## src/rtl/collision_arbiter_pkg.sv

```systemverilog
// Shared types and helpers for the sprite collision arbiter.
// Optional build macro: COLL_ARENA_BOUNDS_EN (arena edge check in collision_arbiter).
package coll_pkg;

  typedef enum logic [1:0] {
    IDLE = 2'd0,
    SCAN = 2'd1,
    RESP = 2'd2
  } state_e;

  localparam int COORD_W_DEF = 10;
  localparam int CHAR_W_DEF  = 20;
  localparam int CHAR_H_DEF  = 20;

  // Widest coordinate the overlap helper accepts; narrower coordinates are zero-extended.
  localparam int COORD_MAX_W = 16;
  typedef logic [COORD_MAX_W-1:0] coord_t;

  // Strict AABB overlap: boxes whose edges only touch (distance == size) do not overlap.
  function automatic logic aabb_overlap(input coord_t ax, input coord_t ay,
                                        input coord_t bx, input coord_t by,
                                        input int w, input int h);
    logic [COORD_MAX_W:0] dx;
    logic [COORD_MAX_W:0] dy;
    dx = (ax >= bx) ? ({1'b0, ax} - {1'b0, bx}) : ({1'b0, bx} - {1'b0, ax});
    dy = (ay >= by) ? ({1'b0, ay} - {1'b0, by}) : ({1'b0, by} - {1'b0, ay});
    return (int'(dx) < w) && (int'(dy) < h);
  endfunction

endpackage

```

## src/rtl/collision_arbiter_rr.sv

```systemverilog
// Combinational round-robin picker: first set request strictly after the last winner.
module rr_arbiter #(
  parameter  int N  = 4,
  localparam int IW = $clog2(N)
) (
  input  logic [N-1:0]  req_i,
  input  logic [IW-1:0] last_i,
  output logic [N-1:0]  gnt_o,
  output logic [IW-1:0] idx_o,
  output logic          valid_o
);

  logic [IW-1:0] cand;

  always_comb begin
    gnt_o   = '0;
    idx_o   = '0;
    valid_o = 1'b0;
    cand    = '0;
    for (int k = 1; k <= N; k++) begin
      cand = IW'((int'(last_i) + k) % N);
      if (!valid_o && req_i[cand]) begin
        valid_o     = 1'b1;
        idx_o       = cand;
        gnt_o[cand] = 1'b1;
      end
    end
  end

endmodule

```

## src/rtl/collision_arbiter.sv

```systemverilog
// Round-robin move-legality checker for N sprites; serial AABB scan over a position snapshot.
// Optional build macro: COLL_ARENA_BOUNDS_EN (also deny moves that leave the arena).
//
//  state | meaning
//  IDLE  | waiting for any req; accepts the round-robin winner and snapshots positions
//  SCAN  | one candidate per cycle, accumulating hit
//  RESP  | one-cycle resp_valid with resp_allowed = ~hit
module collision_arbiter
  import coll_pkg::*;
#(
  parameter  int N_CHAR  = 4,
  parameter  int COORD_W = COORD_W_DEF,
  parameter  int CHAR_W  = CHAR_W_DEF,
  parameter  int CHAR_H  = CHAR_H_DEF,
  parameter  int ARENA_W = 640,
  parameter  int ARENA_H = 480,
  localparam int IDW     = $clog2(N_CHAR)
) (
  input  logic                        clk,
  input  logic                        rst_n,
  input  logic [N_CHAR-1:0]           req,
  input  logic [N_CHAR*COORD_W-1:0]   req_x,
  input  logic [N_CHAR*COORD_W-1:0]   req_y,
  input  logic [N_CHAR*COORD_W-1:0]   pos_x,
  input  logic [N_CHAR*COORD_W-1:0]   pos_y,
  input  logic [N_CHAR-1:0]           alive,
  output logic [N_CHAR-1:0]           gnt,
  output logic                        busy,
  output logic                        resp_valid,
  output logic                        resp_allowed,
  output logic [IDW-1:0]              resp_id
);

  localparam logic [IDW-1:0] J_LAST = IDW'(N_CHAR - 1);

  state_e              state_q, state_d;
  logic [IDW-1:0]      rr_q, rr_d;
  logic [IDW-1:0]      id_q, id_d;
  logic [IDW-1:0]      j_q, j_d;
  logic                hit_q, hit_d;
  logic [N_CHAR-1:0]   gnt_q, gnt_d;
  logic [COORD_W-1:0]  tx_q, tx_d, ty_q, ty_d;
  logic [COORD_W-1:0]  px_q [N_CHAR];
  logic [COORD_W-1:0]  px_d [N_CHAR];
  logic [COORD_W-1:0]  py_q [N_CHAR];
  logic [COORD_W-1:0]  py_d [N_CHAR];
  logic [N_CHAR-1:0]   alive_q, alive_d;

  logic [COORD_W-1:0]  rx_arr [N_CHAR];
  logic [COORD_W-1:0]  ry_arr [N_CHAR];
  logic [N_CHAR-1:0]   arb_gnt;
  logic [IDW-1:0]      arb_idx;
  logic                arb_valid;
  logic                cand_ok;
  logic                cand_hit;
  logic                arena_hit;

  rr_arbiter #(.N(N_CHAR)) u_rr (
    .req_i   (req),
    .last_i  (rr_q),
    .gnt_o   (arb_gnt),
    .idx_o   (arb_idx),
    .valid_o (arb_valid)
  );

  always_comb begin
    for (int i = 0; i < N_CHAR; i++) begin
      rx_arr[i] = req_x[i*COORD_W +: COORD_W];
      ry_arr[i] = req_y[i*COORD_W +: COORD_W];
    end
  end

  assign cand_ok  = (j_q != id_q) && alive_q[j_q];
  assign cand_hit = aabb_overlap(coord_t'(tx_q), coord_t'(ty_q),
                                 coord_t'(px_q[j_q]), coord_t'(py_q[j_q]),
                                 CHAR_W, CHAR_H);

`ifdef COLL_ARENA_BOUNDS_EN
  logic [COORD_W:0] tx_end, ty_end;
  assign tx_end    = {1'b0, tx_q} + (COORD_W+1)'(CHAR_W);
  assign ty_end    = {1'b0, ty_q} + (COORD_W+1)'(CHAR_H);
  assign arena_hit = (int'(tx_end) > ARENA_W) || (int'(ty_end) > ARENA_H);
`else
  // Arena sizes only matter when the bounds check is built in.
  assign arena_hit = (ARENA_W < 0) && (ARENA_H < 0);
`endif

  always_ff @(posedge clk or negedge rst_n) begin
    if (!rst_n) begin
      state_q <= IDLE;
      rr_q    <= J_LAST;
      id_q    <= '0;
      j_q     <= '0;
      hit_q   <= 1'b0;
      gnt_q   <= '0;
      tx_q    <= '0;
      ty_q    <= '0;
      alive_q <= '0;
      for (int i = 0; i < N_CHAR; i++) begin
        px_q[i] <= '0;
        py_q[i] <= '0;
      end
    end else begin
      state_q <= state_d;
      rr_q    <= rr_d;
      id_q    <= id_d;
      j_q     <= j_d;
      hit_q   <= hit_d;
      gnt_q   <= gnt_d;
      tx_q    <= tx_d;
      ty_q    <= ty_d;
      alive_q <= alive_d;
      for (int i = 0; i < N_CHAR; i++) begin
        px_q[i] <= px_d[i];
        py_q[i] <= py_d[i];
      end
    end
  end

  always_comb begin
    state_d = state_q;
    rr_d    = rr_q;
    id_d    = id_q;
    j_d     = j_q;
    hit_d   = hit_q;
    gnt_d   = '0;
    tx_d    = tx_q;
    ty_d    = ty_q;
    alive_d = alive_q;
    for (int i = 0; i < N_CHAR; i++) begin
      px_d[i] = px_q[i];
      py_d[i] = py_q[i];
    end
    unique case (state_q)
      IDLE: begin
        if (arb_valid) begin
          state_d = SCAN;
          rr_d    = arb_idx;
          id_d    = arb_idx;
          j_d     = '0;
          hit_d   = 1'b0;
          gnt_d   = arb_gnt;
          tx_d    = rx_arr[arb_idx];
          ty_d    = ry_arr[arb_idx];
          alive_d = alive;
          for (int i = 0; i < N_CHAR; i++) begin
            px_d[i] = pos_x[i*COORD_W +: COORD_W];
            py_d[i] = pos_y[i*COORD_W +: COORD_W];
          end
        end
      end
      SCAN: begin
        if ((j_q == '0) && arena_hit) hit_d = 1'b1;
        if (cand_ok && cand_hit)      hit_d = 1'b1;
        if (j_q == J_LAST) state_d = RESP;
        else               j_d     = j_q + IDW'(1);
      end
      RESP:    state_d = IDLE;
      default: state_d = IDLE;
    endcase
  end

  always_comb begin
    gnt          = gnt_q;
    busy         = (state_q != IDLE);
    resp_valid   = (state_q == RESP);
    resp_allowed = (state_q == RESP) && !hit_q;
    resp_id      = id_q;
  end

endmodule

```

## config.mk

```make
export PLATFORM = sky130hd
export DESIGN_NAME = collision_arbiter
export DESIGN_NICKNAME = d
export VERILOG_FILES = /design/src/rtl/collision_arbiter_pkg.sv /design/src/rtl/collision_arbiter_rr.sv /design/src/rtl/collision_arbiter.sv
export SDC_FILE = /design/constraint.sdc
export NUM_CORES = 1
export LEC_CHECK = 0
export BUFFER_PORTS_ARGS = -buffer_cell sky130_fd_sc_hd__buf_2
export CORE_UTILIZATION = 35
export DETAILED_ROUTE_END_ITERATION = 10
export PLACE_DENSITY = 0.55
export SYNTH_ARGS = -nofsm -noshare
export SYNTH_HDL_FRONTEND = slang
export SYNTH_SLANG_ARGS = --single-unit
export TNS_END_PERCENT = 50
```

## constraint.sdc

```tcl
create_clock -name clk -period 10.6 [get_ports clk]
set_input_delay 0.53 -clock clk [delete_from_list [all_inputs] [get_ports clk]]
set_output_delay 0.53 -clock clk [all_outputs]
set_load 0.01 [all_outputs]
```

* Word level (Yosys, flattened, before mapping) *
Index checks and enable logic that the tools add are counted.

word-level totals
  flip-flop bits (word level) = 117
  bits of input ports = 170
  output and inout port bits = 9
  logic and storage cells = 131

operators by class
  add/sub/neg operators = 9
  order comparisons = 15
  equality and inequality tests = 8
  mux-type cells = 55
  bitwise gates (word level) = 5
  reduce and logical (&&, ||, !) cells = 22

operator list
  kind                                                         count
  binary-select mux 10 bit (select 2 bit)                      4
  2-to-1 mux 10 bit                                            8
  subtractor 10 x 10 -> 11 bit                                 4
  less-than comparator 17 x 5 -> 1 bit, second input constant  2
  2-to-1 mux 17 bit                                            2
  2-to-1 mux 4 bit                                             6
  >= comparator 10 bit                                         2
  2-to-1 mux 2 bit                                             8
  less-than comparator 2 x 3 -> 1 bit, second input constant   5
  2-to-1 mux 1 bit                                             15
  OR 4 bit                                                     3
  logical AND 1 bit                                            11
  binary-select mux 1 bit (select 2 bit)                       5
  demux 1 bit (select 2 bit)                                   4
  >= comparator 2 x 1 -> 1 bit, second input constant          4
  inequality test 2 bit, second input constant                 4
  one-hot mux 2 bit (2 select lines)                           2
  adder 2 x 1 -> 2 bit, second input constant                  3
  >= comparator 3 bit, second input constant                   2
  inverter 2 -> 3 bit                                          2
  AND reduction 3 bit                                          2
  adder 2 bit, second input constant                           2
  equality test 2 bit, second input constant                   2
  zero test 1 bit                                              4
  other kinds (6)                                              8

* Logic depth before layout (Yosys ltp) *
Gate-level depths: netlist of run 1.

  depth in word-level cells = 17
  gate-level depth with buffers = 15
  mapped depth without buffers = 12

* Cells and area by module *
From an unflattened synthesis of run 1, not the netlist that was laid out.

second synthesis, totals
  cells, all modules = 876
  area, all modules = 7749.9 um^2

modules (own cells, without submodules)
  module             instances  cells each  area each (um^2)  sequential area each (um^2)
  collision_arbiter  1          790         7120.6            2930.3
  rr_arbiter         1          86          629.4             0.0

* Least setup slack after synthesis of run 1 *
OpenSTA, ideal clock, no wires.

  path type = reg-to-reg
  from = register j_q[0]
  to = register hit_q
  setup time = 0.067 ns
  arrival = 4.099 ns
  data required time = 10.533 ns
  slack = 6.434 ns
  cell stages (with the launch flop) = 14
  path buffers = 2
  period minus slack after synthesis = 4.166 ns
  path through = dfrtp_1 -> clkbuf_1 -> buf_1 -> mux4_2 -> ha_1 -> nor2b_4 -> o311a_1 -> o41a_1 -> a221o_1 -> a311oi_2 -> a21oi_1 -> xor2_1 -> nor4_2 -> a32o_1

on the way
  longest elaborated chain between the ends = 11
  elaborated cells between the ends (all ways) = 25
  classes of those cells = 4 x add/sub; 4 x order compare; 2 x eq/ne; 10 x mux; 1 x bitwise; 4 x reduce/logical

ends and longest elaborated chain
  what                                                        line                                                      text
  start: declaration                                          collision_arbiter.sv:39                                   logic [IDW-1:0] j_q, j_d;
  start signal: assignment                                    collision_arbiter.sv:107                                  j_q <= j_d;
  inverter 2 -> 3 bit (not written as such)                   collision_arbiter.sv:75                                   coord_t'(px_q[j_q]), coord_t'(py_q[j_q]),
  binary-select mux 10 bit (select 2 bit)                     collision_arbiter.sv:75
  2-to-1 mux 10 bit (not written as such) (2 in a row)        collision_arbiter.sv:75
  subtractor 10 x 10 -> 11 bit, or another cell as far along  collision_arbiter_pkg.sv:25                               dx = (ax >= bx) ? ({1'b0, ax} - {1'b0, bx}) : ({1'b0, bx} - {1'b0, ax});
  2-to-1 mux 17 bit (on tied branches)                        collision_arbiter_pkg.sv:25, collision_arbiter_pkg.sv:26
  less-than comparator 17 x 5 -> 1 bit                        collision_arbiter_pkg.sv:27                               return (int'(dx) < w) && (int'(dy) < h);
  logical AND 1 bit                                           collision_arbiter_pkg.sv:27
  logical AND 1 bit (*)                                       collision_arbiter.sv:154                                  if (cand_ok && cand_hit) hit_d = 1'b1;
  inequality test 2 bit (no line) (*)                         -
  AND reduction 3 bit (no line) (*)                           -
  end signal: assignment                                      collision_arbiter.sv:108                                  hit_q <= hit_d;
  end: declaration                                            collision_arbiter.sv:40                                   logic hit_q, hit_d;

Every way passes the cells marked *; elsewhere a longest branch is shown, timed or not. The select of a mux whose other input is x is not followed.
A chain may end at the register's enable or synchronous reset.

* Worst setup path in the final report of run 1 *
  from = register j_q[1]
  to = register hit_q

The elaborated chain is that of the path after synthesis.

==> metrics.csv, run 1 <==
stage,metric,value,unit
clock_network,cts_buffers,17,
drt,dr.pass1.iters,5,
global_route,antenna_found_initial,0,
global_route,grt-ovfl-total,0,
placed_design,dp_hpwl,14.07,mm
logic_synthesis,netlist_instances,637,
timing,rsz0062_at_grt,false,
setup_path,ff2ff_path_depth,11,
finish,drive_gt1_share,46.57,%
logic_synthesis,seq_area_frac_synth,38.69,%
timing,clock_skew,0.01147,ns
setup_path,rr_startpoint,j_q[1],
clock_network,cts_sinks,117,
logic_synthesis,syn_avg_cell_area,11.89,um^2
global_route,grt_pass1_wl,29.99,mm
flow_run,drv_cap,0,
drt,routed_wl,19.04,mm
setup_path,slowest_delay,1.15,ns
logic_synthesis,synth_top_flop_cell,dfrtp_1,
die,core-area,0.02109,mm^2
die,initial_core_util,35.92,%
finish,postLayoutCoreUtil,44.12,%
global_route,grt_max_degree,76,
logic_synthesis,synth_area,0.007575,mm^2
placed_design,place_congestion,0.8473,
logic_synthesis,synthArstFlopShare,100.0,%
die,die_x,149.1,um
drt,routedWlPerCell,17.45,um
run_status,status,completed,
drt,num_vias,5587,
timing,fin_hold_ws,0.1154,ns
drt,ant_nets,0,
timing,fmax,229.3,MHz
timing,worst_slew_pin_slew,1.281,ns
logic_synthesis,synth_edf_count,0,
die,pin_count,179,
clock_network,htreeDepth,4,
setup_path,critPathCaptureType,flop,
setup_path,start_kind,flop,
logic_synthesis,syn_nets,856,
die,fp-row-count,53,
drt,via_per_inst,5.121,
timing,tns,0,ns
global_route,grt_pass1_vias,5552,
die,die_h,149.1,um
timing,worst_slack,6.239,ns
timing,slew_headroom,14.58,%
clock_network,cts_tree,built,
drt,first_iter_violations,218,
clock_network,clk_pin_slew,0.06,ns
timing,slew_viol_final,0,
finish,layout_commonest_cell,buf_2,
finish,syn_to_final_growth,22.83,%
logic_synthesis,synthDistinctLibCells,68,
placed_design,preCtsSetupSlack,6.293,ns
clock_network,cts-root-buf,clkbuf_16,
timing,report.final.hold_viol_count,0,
min_path,min_path_type,primary input to asynchronous set/reset pin,
clock_network,postCtsSetupRepairBufs,0,
setup_path,rrSetupSlack,6.24,ns
setup_path,crit_fanout,24,
timing,timing.final.crit_share,41.14,%
setup_path,r2r_end,hit_q,
timing,period_needed,4.361,ns
clock_network,hold_buffers,0,
setup_path,cp.arrival,4.71,ns
finish,nets,1022,
setup_path,crit_chain,"mux4_2, ha_1, nor2b_1, o31a_1, o41ai_2, o21ai_2, nor4_1, o22a_1, o2111ai_1, nor4_2, a32o_1",
timing,setup_violations,0,
finish,final_cell_mix,"177 x buf_2, 115 x dfrtp_1, 105 x mux2_2, 49 x ha_1, 46 x inv_1",
global_route,grt_usage,17.91,%
clock_network,cts_resized,0,
drt,drc,0,
logic_synthesis,ys_ff_latch,117,
finish,diodes,0,
setup_path,slowest_stage,dfrtp_1,
setup_path,crit_type,flop to flop,
placed_design,io_buffers,178,
die,dieArea,0.02223,mm^2
clock_network,clock_tree.buffer_depth,2,
setup_path,worstPathRequired,10.95,ns
clock_network,clk_latency,0.41,ns
logic_synthesis,yosysWarnings,0,
-- registers in the layout, summed over array words and instances (netlist names), 4 cells and up --
signal   cells
px_q        40
ty_q        10
gnt          4
tx_q        10
alive_q      4
py_q        40
-- worst max-delay path, delay by kind of cell (launching register included) --
| kind | cells | cell delay (ns) |
|---|---|---|
| compound gates | 6 | 1.54 |
| flops | 1 | 1.15 |
| simple gates | 3 | 0.80 |
| mux | 1 | 0.48 |
| fa+ha+maj | 1 | 0.33 |
-- worst max-delay path by stage --
stage / endpoint / cells past startpoint / slack (ns) / from
final: hit_q / 11 / 6.24 / j_q[1]
after global routing: hit_q / 11 / 5.96 / j_q[1]
after CTS: hit_q / 11 / 6.27 / j_q[1]
after detailed placement: hit_q / 11 / 6.29 / j_q[1]
after global placement: hit_q / 11 / 6.28 / j_q[1]
after floorplan: hit_q / 13 / 6.43 / j_q[0]
-- cell type report --
type                    count  area, um^2
inverters                  47       176.4
flip-flops and latches    117        2930
well taps                 275       344.1
repair buffers            183       930.9
clock inverters            13       145.1
clock buffers              19       452.9
fillers                  1998       11780
multi-input cells         437        4324
-- logic make-up (layout without fill, tap and decap cells) --
| logic type | count (synthesis) | after routing | share of synthesized area, % |
|---|---|---|---|
| flops | 117 | 117 | 38.69 |
| buf+inv | 83 | 262 | 4.493 |
| compound gates | 105 | 105 | 10.01 |
| fa+ha+maj | 49 | 49 | 8.094 |
| xor+xnor | 12 | 12 | 1.388 |
| mux | 160 | 160 | 30.23 |
| simple gates | 111 | 111 | 7.103 |
-- per-layer routing --
| layer | wire, um | track usage [%] | vias to the layer above |
|---|---|---|---|
| met3 | 719 | 3.517 | 14 |
| met2 | 8680 | 27.16 | 134 |
| li1 | - | - | 2681 |
| met5 | 0 | 0 | - |
| met1 | 9422 | 25.73 | 2758 |
| met4 | 220 | 5.306 | 0 |
-- stage by stage --
| step | std cells | cell area [um^2] |
|---|---|---|
| after detailed placement | 1059 | 8706 |
| after global routing | 1091 | 9304 |
| after floorplan | 637 | 7575 |
| after CTS | 1091 | 9304 |
| final | 1091 | 9304 |
| after global placement | 1059 | 8706 |
-- synth_stat cells (4+ instances only) --
library cell | instances | area (um^2)
o21ai_0 | 11 | 55.05
mux2i_1 | 6 | 60.06
mux2_1 | 5 | 56.30
nand2_1 | 19 | 71.32
a21o_1 | 8 | 60.06
a211oi_1 | 4 | 30.03
nand3_1 | 11 | 55.05
buf_2 | 17 | 85.08
nor3_1 | 10 | 50.05
nand2b_1 | 5 | 31.28
o21a_1 | 5 | 37.54
ha_1 | 49 | 613.1
nor2_1 | 41 | 153.9
a221oi_1 | 7 | 61.31
mux2_2 | 105 | 1182
xor2_1 | 8 | 70.07
mux4_2 | 44 | 991.0
clkbuf_1 | 14 | 52.55
dfrtp_1 | 115 | 2878
xnor2_1 | 4 | 35.03
inv_1 | 46 | 172.7
o211ai_1 | 5 | 37.54
nor2b_1 | 5 | 31.28
a21oi_1 | 25 | 125.1
a22oi_1 | 4 | 30.03
Power of run 1 is not shown: default switching activity piles up to over one toggle a cycle in this logic, so the estimate is an artifact.
==> run 2: changes to the inputs <==
==> constraint.sdc (replaced) <==
create_clock -name clk -period 4.1 [get_ports clk]
set_input_delay 0.205 -clock clk [delete_from_list [all_inputs] [get_ports clk]]
set_output_delay 0.205 -clock clk [all_outputs]
set_load 0.01 [all_outputs]
==> run 2 against run 1 <==
Against the previous run: clock skew decreased by 0.0016 ns; sequential share of layout area is 0.88 points lower; cell count up 2.3%; critical path depth grew 1; first-iteration DRC count rose by 7.8%; via count up 1.9%; critical path type unchanged; die area unchanged; fmax up 16%; sequential cell count unchanged; largest cell class unchanged.
==> metrics.csv, run 2 (synthesis results as in run 1) <==
stage,metric,value,unit,change
run_status,status,completed,,
drt,num_vias,5691,,+1.9%
clock_network,cts_tree,built,,
setup_path,timing.critical_path.buf_inv,1,,+1
flow_run,drv_cap,0,,unchanged
global_route,grt_pass1_vias,5668,,+2.1%
timing,clock_skew,0.009916,ns,-0.001557 ns
drt,dr_wl_met2,8.365,mm,-3.6%
die,die_x,149.1,um,unchanged
finish,nets,1045,,+2.3%
timing,timing.final.crit_share,91.97,%,+51 points
finish,drive_gt1_share,47.32,%,+0.75 points
timing,period_needed,3.771,ns,-0.5901 ns
setup_path,ff2ff_path_depth,12,,+1
finish,layout_commonest_cell,buf_2,,
global_route,grt_pass1_wl,30.60,mm,+2.0%
drt,highest_layer,met5,,
min_path,min_path_type,primary input to flop,,
clock_network,clk_latency,0.42,ns,about the same
setup_path,critical_path.top_delay_family,compound AO/OA/AOI/OAI gates,,
clock_network,htreeDepth,4,,unchanged
timing,tns,0,ns,unchanged
global_route,grt_usage,18.00,%,+0.098 points
timing,setup_violations,0,,unchanged
setup_path,worstPathRequired,4.45,ns,-6.50 ns
drt,ant_nets,0,,unchanged
placed_design,io_buffers,178,,unchanged
setup_path,crit_chain,"buf_4, mux4_2, ha_1, a21o_1, a31o_1, or3_1, o221a_2, a311oi_2, a21oi_1, xor2_1, nor4_2, a32o_1",,
placed_design,placed_area,0.008871,mm^2,+1.9%
clock_network,cts_sinks,117,,unchanged
setup_path,critPathCaptureType,flop,,
placed_design,dp_hpwl,14.46,mm,+2.8%
timing,rsz0062_at_grt,false,,
die,initial_core_util,35.92,%,unchanged
finish,syn_to_final_growth,26.43,%,
min_path,hold_path_depth,2,,
setup_path,crit_fanout,9,,-63%
clock_network,cts_buffers,17,,unchanged
die,core-area,0.02109,mm^2,unchanged
die,dieArea,0.02223,mm^2,unchanged
setup_path,crit_type,flop to flop,,
timing,slew_viol_final,0,,unchanged
timing,slew_headroom,53.39,%,+39 points
placed_design,preCtsSetupSlack,0.1489,ns,-6.144 ns
timing,report.final.hold_viol_count,0,,unchanged
placed_design,dp_cells,1076,,+1.6%
setup_path,start_kind,flop,,
drt,route.met3.wl,968,um,+35%
timing,worst_slack,0.3291,ns,-5.910 ns
drt,routedWlPerCell,17.11,um,-2.0%
setup_path,cp.arrival,4.13,ns,-0.58 ns
timing,worst_slew_pin_slew,0.6992,ns,-0.5820 ns
global_route,antenna_found_initial,4,,+4
global_route,grt_max_degree,118,,+55%
finish,reg_top3,"px_q (40), py_q (40)",,
die,fp-row-count,53,,unchanged
clock_network,cts-root-buf,clkbuf_16,,
drt,first_iter_violations,235,,+7.8%
drt,wl_met1,9.492,mm,+0.74%
setup_path,slowest_stage,mux4_2,,
clock_network,clock_tree.buffer_depth,2,,unchanged
drt,dr.pass1.iters,4,,-1
drt,routed_wl,19.10,mm,+0.29%
die,die_h,149.1,um,unchanged
setup_path,startpoint,j_q[0],,
clock_network,clk_pin_slew,0.06,ns,about the same
min_path,min_from,pos_y[34],,
placed_design,place_congestion,0.8984,,+6.0%
setup_path,slowest_delay,0.54,ns,-0.61 ns
finish,finish.instance_area,0.009577,mm^2,+2.9%
finish,final_cell_mix,"177 x buf_2, 114 x dfrtp_1, 105 x mux2_2, 49 x ha_1, 46 x inv_1",,
timing,fmax,265.2,MHz,+16%
setup_path,rr_startpoint,j_q[0],,
drt,drc,0,,unchanged
global_route,grt-ovfl-total,0,,unchanged
setup_path,path_depth,12,,+1
drt,via_per_inst,5.099,,-0.42%
finish,fin_cells,1116,,+2.3%
setup_path,rrSetupSlack,0.33,ns,-5.91 ns
die,pin_count,179,,unchanged
-- run 2: area by class of cell --
type / count / area (um^2)
Inverter: 47 / 176.4
Sequential cell: 117 / 2932
Multi-Input combinational cell: 437 / 4324
Fill cell: 2016 / 11510
Clock inverter: 13 / 196.4
Clock buffer: 19 / 442.9
Timing Repair Buffer: 206 / 1156
Tap cell: 275 / 344.1
Antenna cell: 2 / 5.005
-- run 2: per-stage QoR --
step	util (%)	hold WS, ns
detailed placement	42.07	0.3539
global route	45.40	0.006879
finish	45.41	0.01397
CTS	45.38	0.0005798
global placement	42.07	0.3506
floorplan	-	-0.09059
-- run 2: final timing paths --
kind | endpoint
min reg2reg | alive_q[2]
min | py_q[4]
max | hit_q
min in group asynchronous | tx_q[3]
max reg2reg | hit_q
max in group asynchronous | j_q[0]
-- run 2: layer usage --
metal  global-route usage, %  up-vias
met5                       0        -
met3                   4.067       22
met4                   5.357        4
met1                   26.38     2773
li1                        -     2742
met2                   26.28      150
-- run 2: what timing repair did --
item,4_1_cts,5_1_grt
resized for setup,0,1
hold buffers,6,0
setup endpoints to repair,0,1
hold endpoints to repair,120,0
buffers inserted,0,0
Power of run 2 is left out for the same reason.
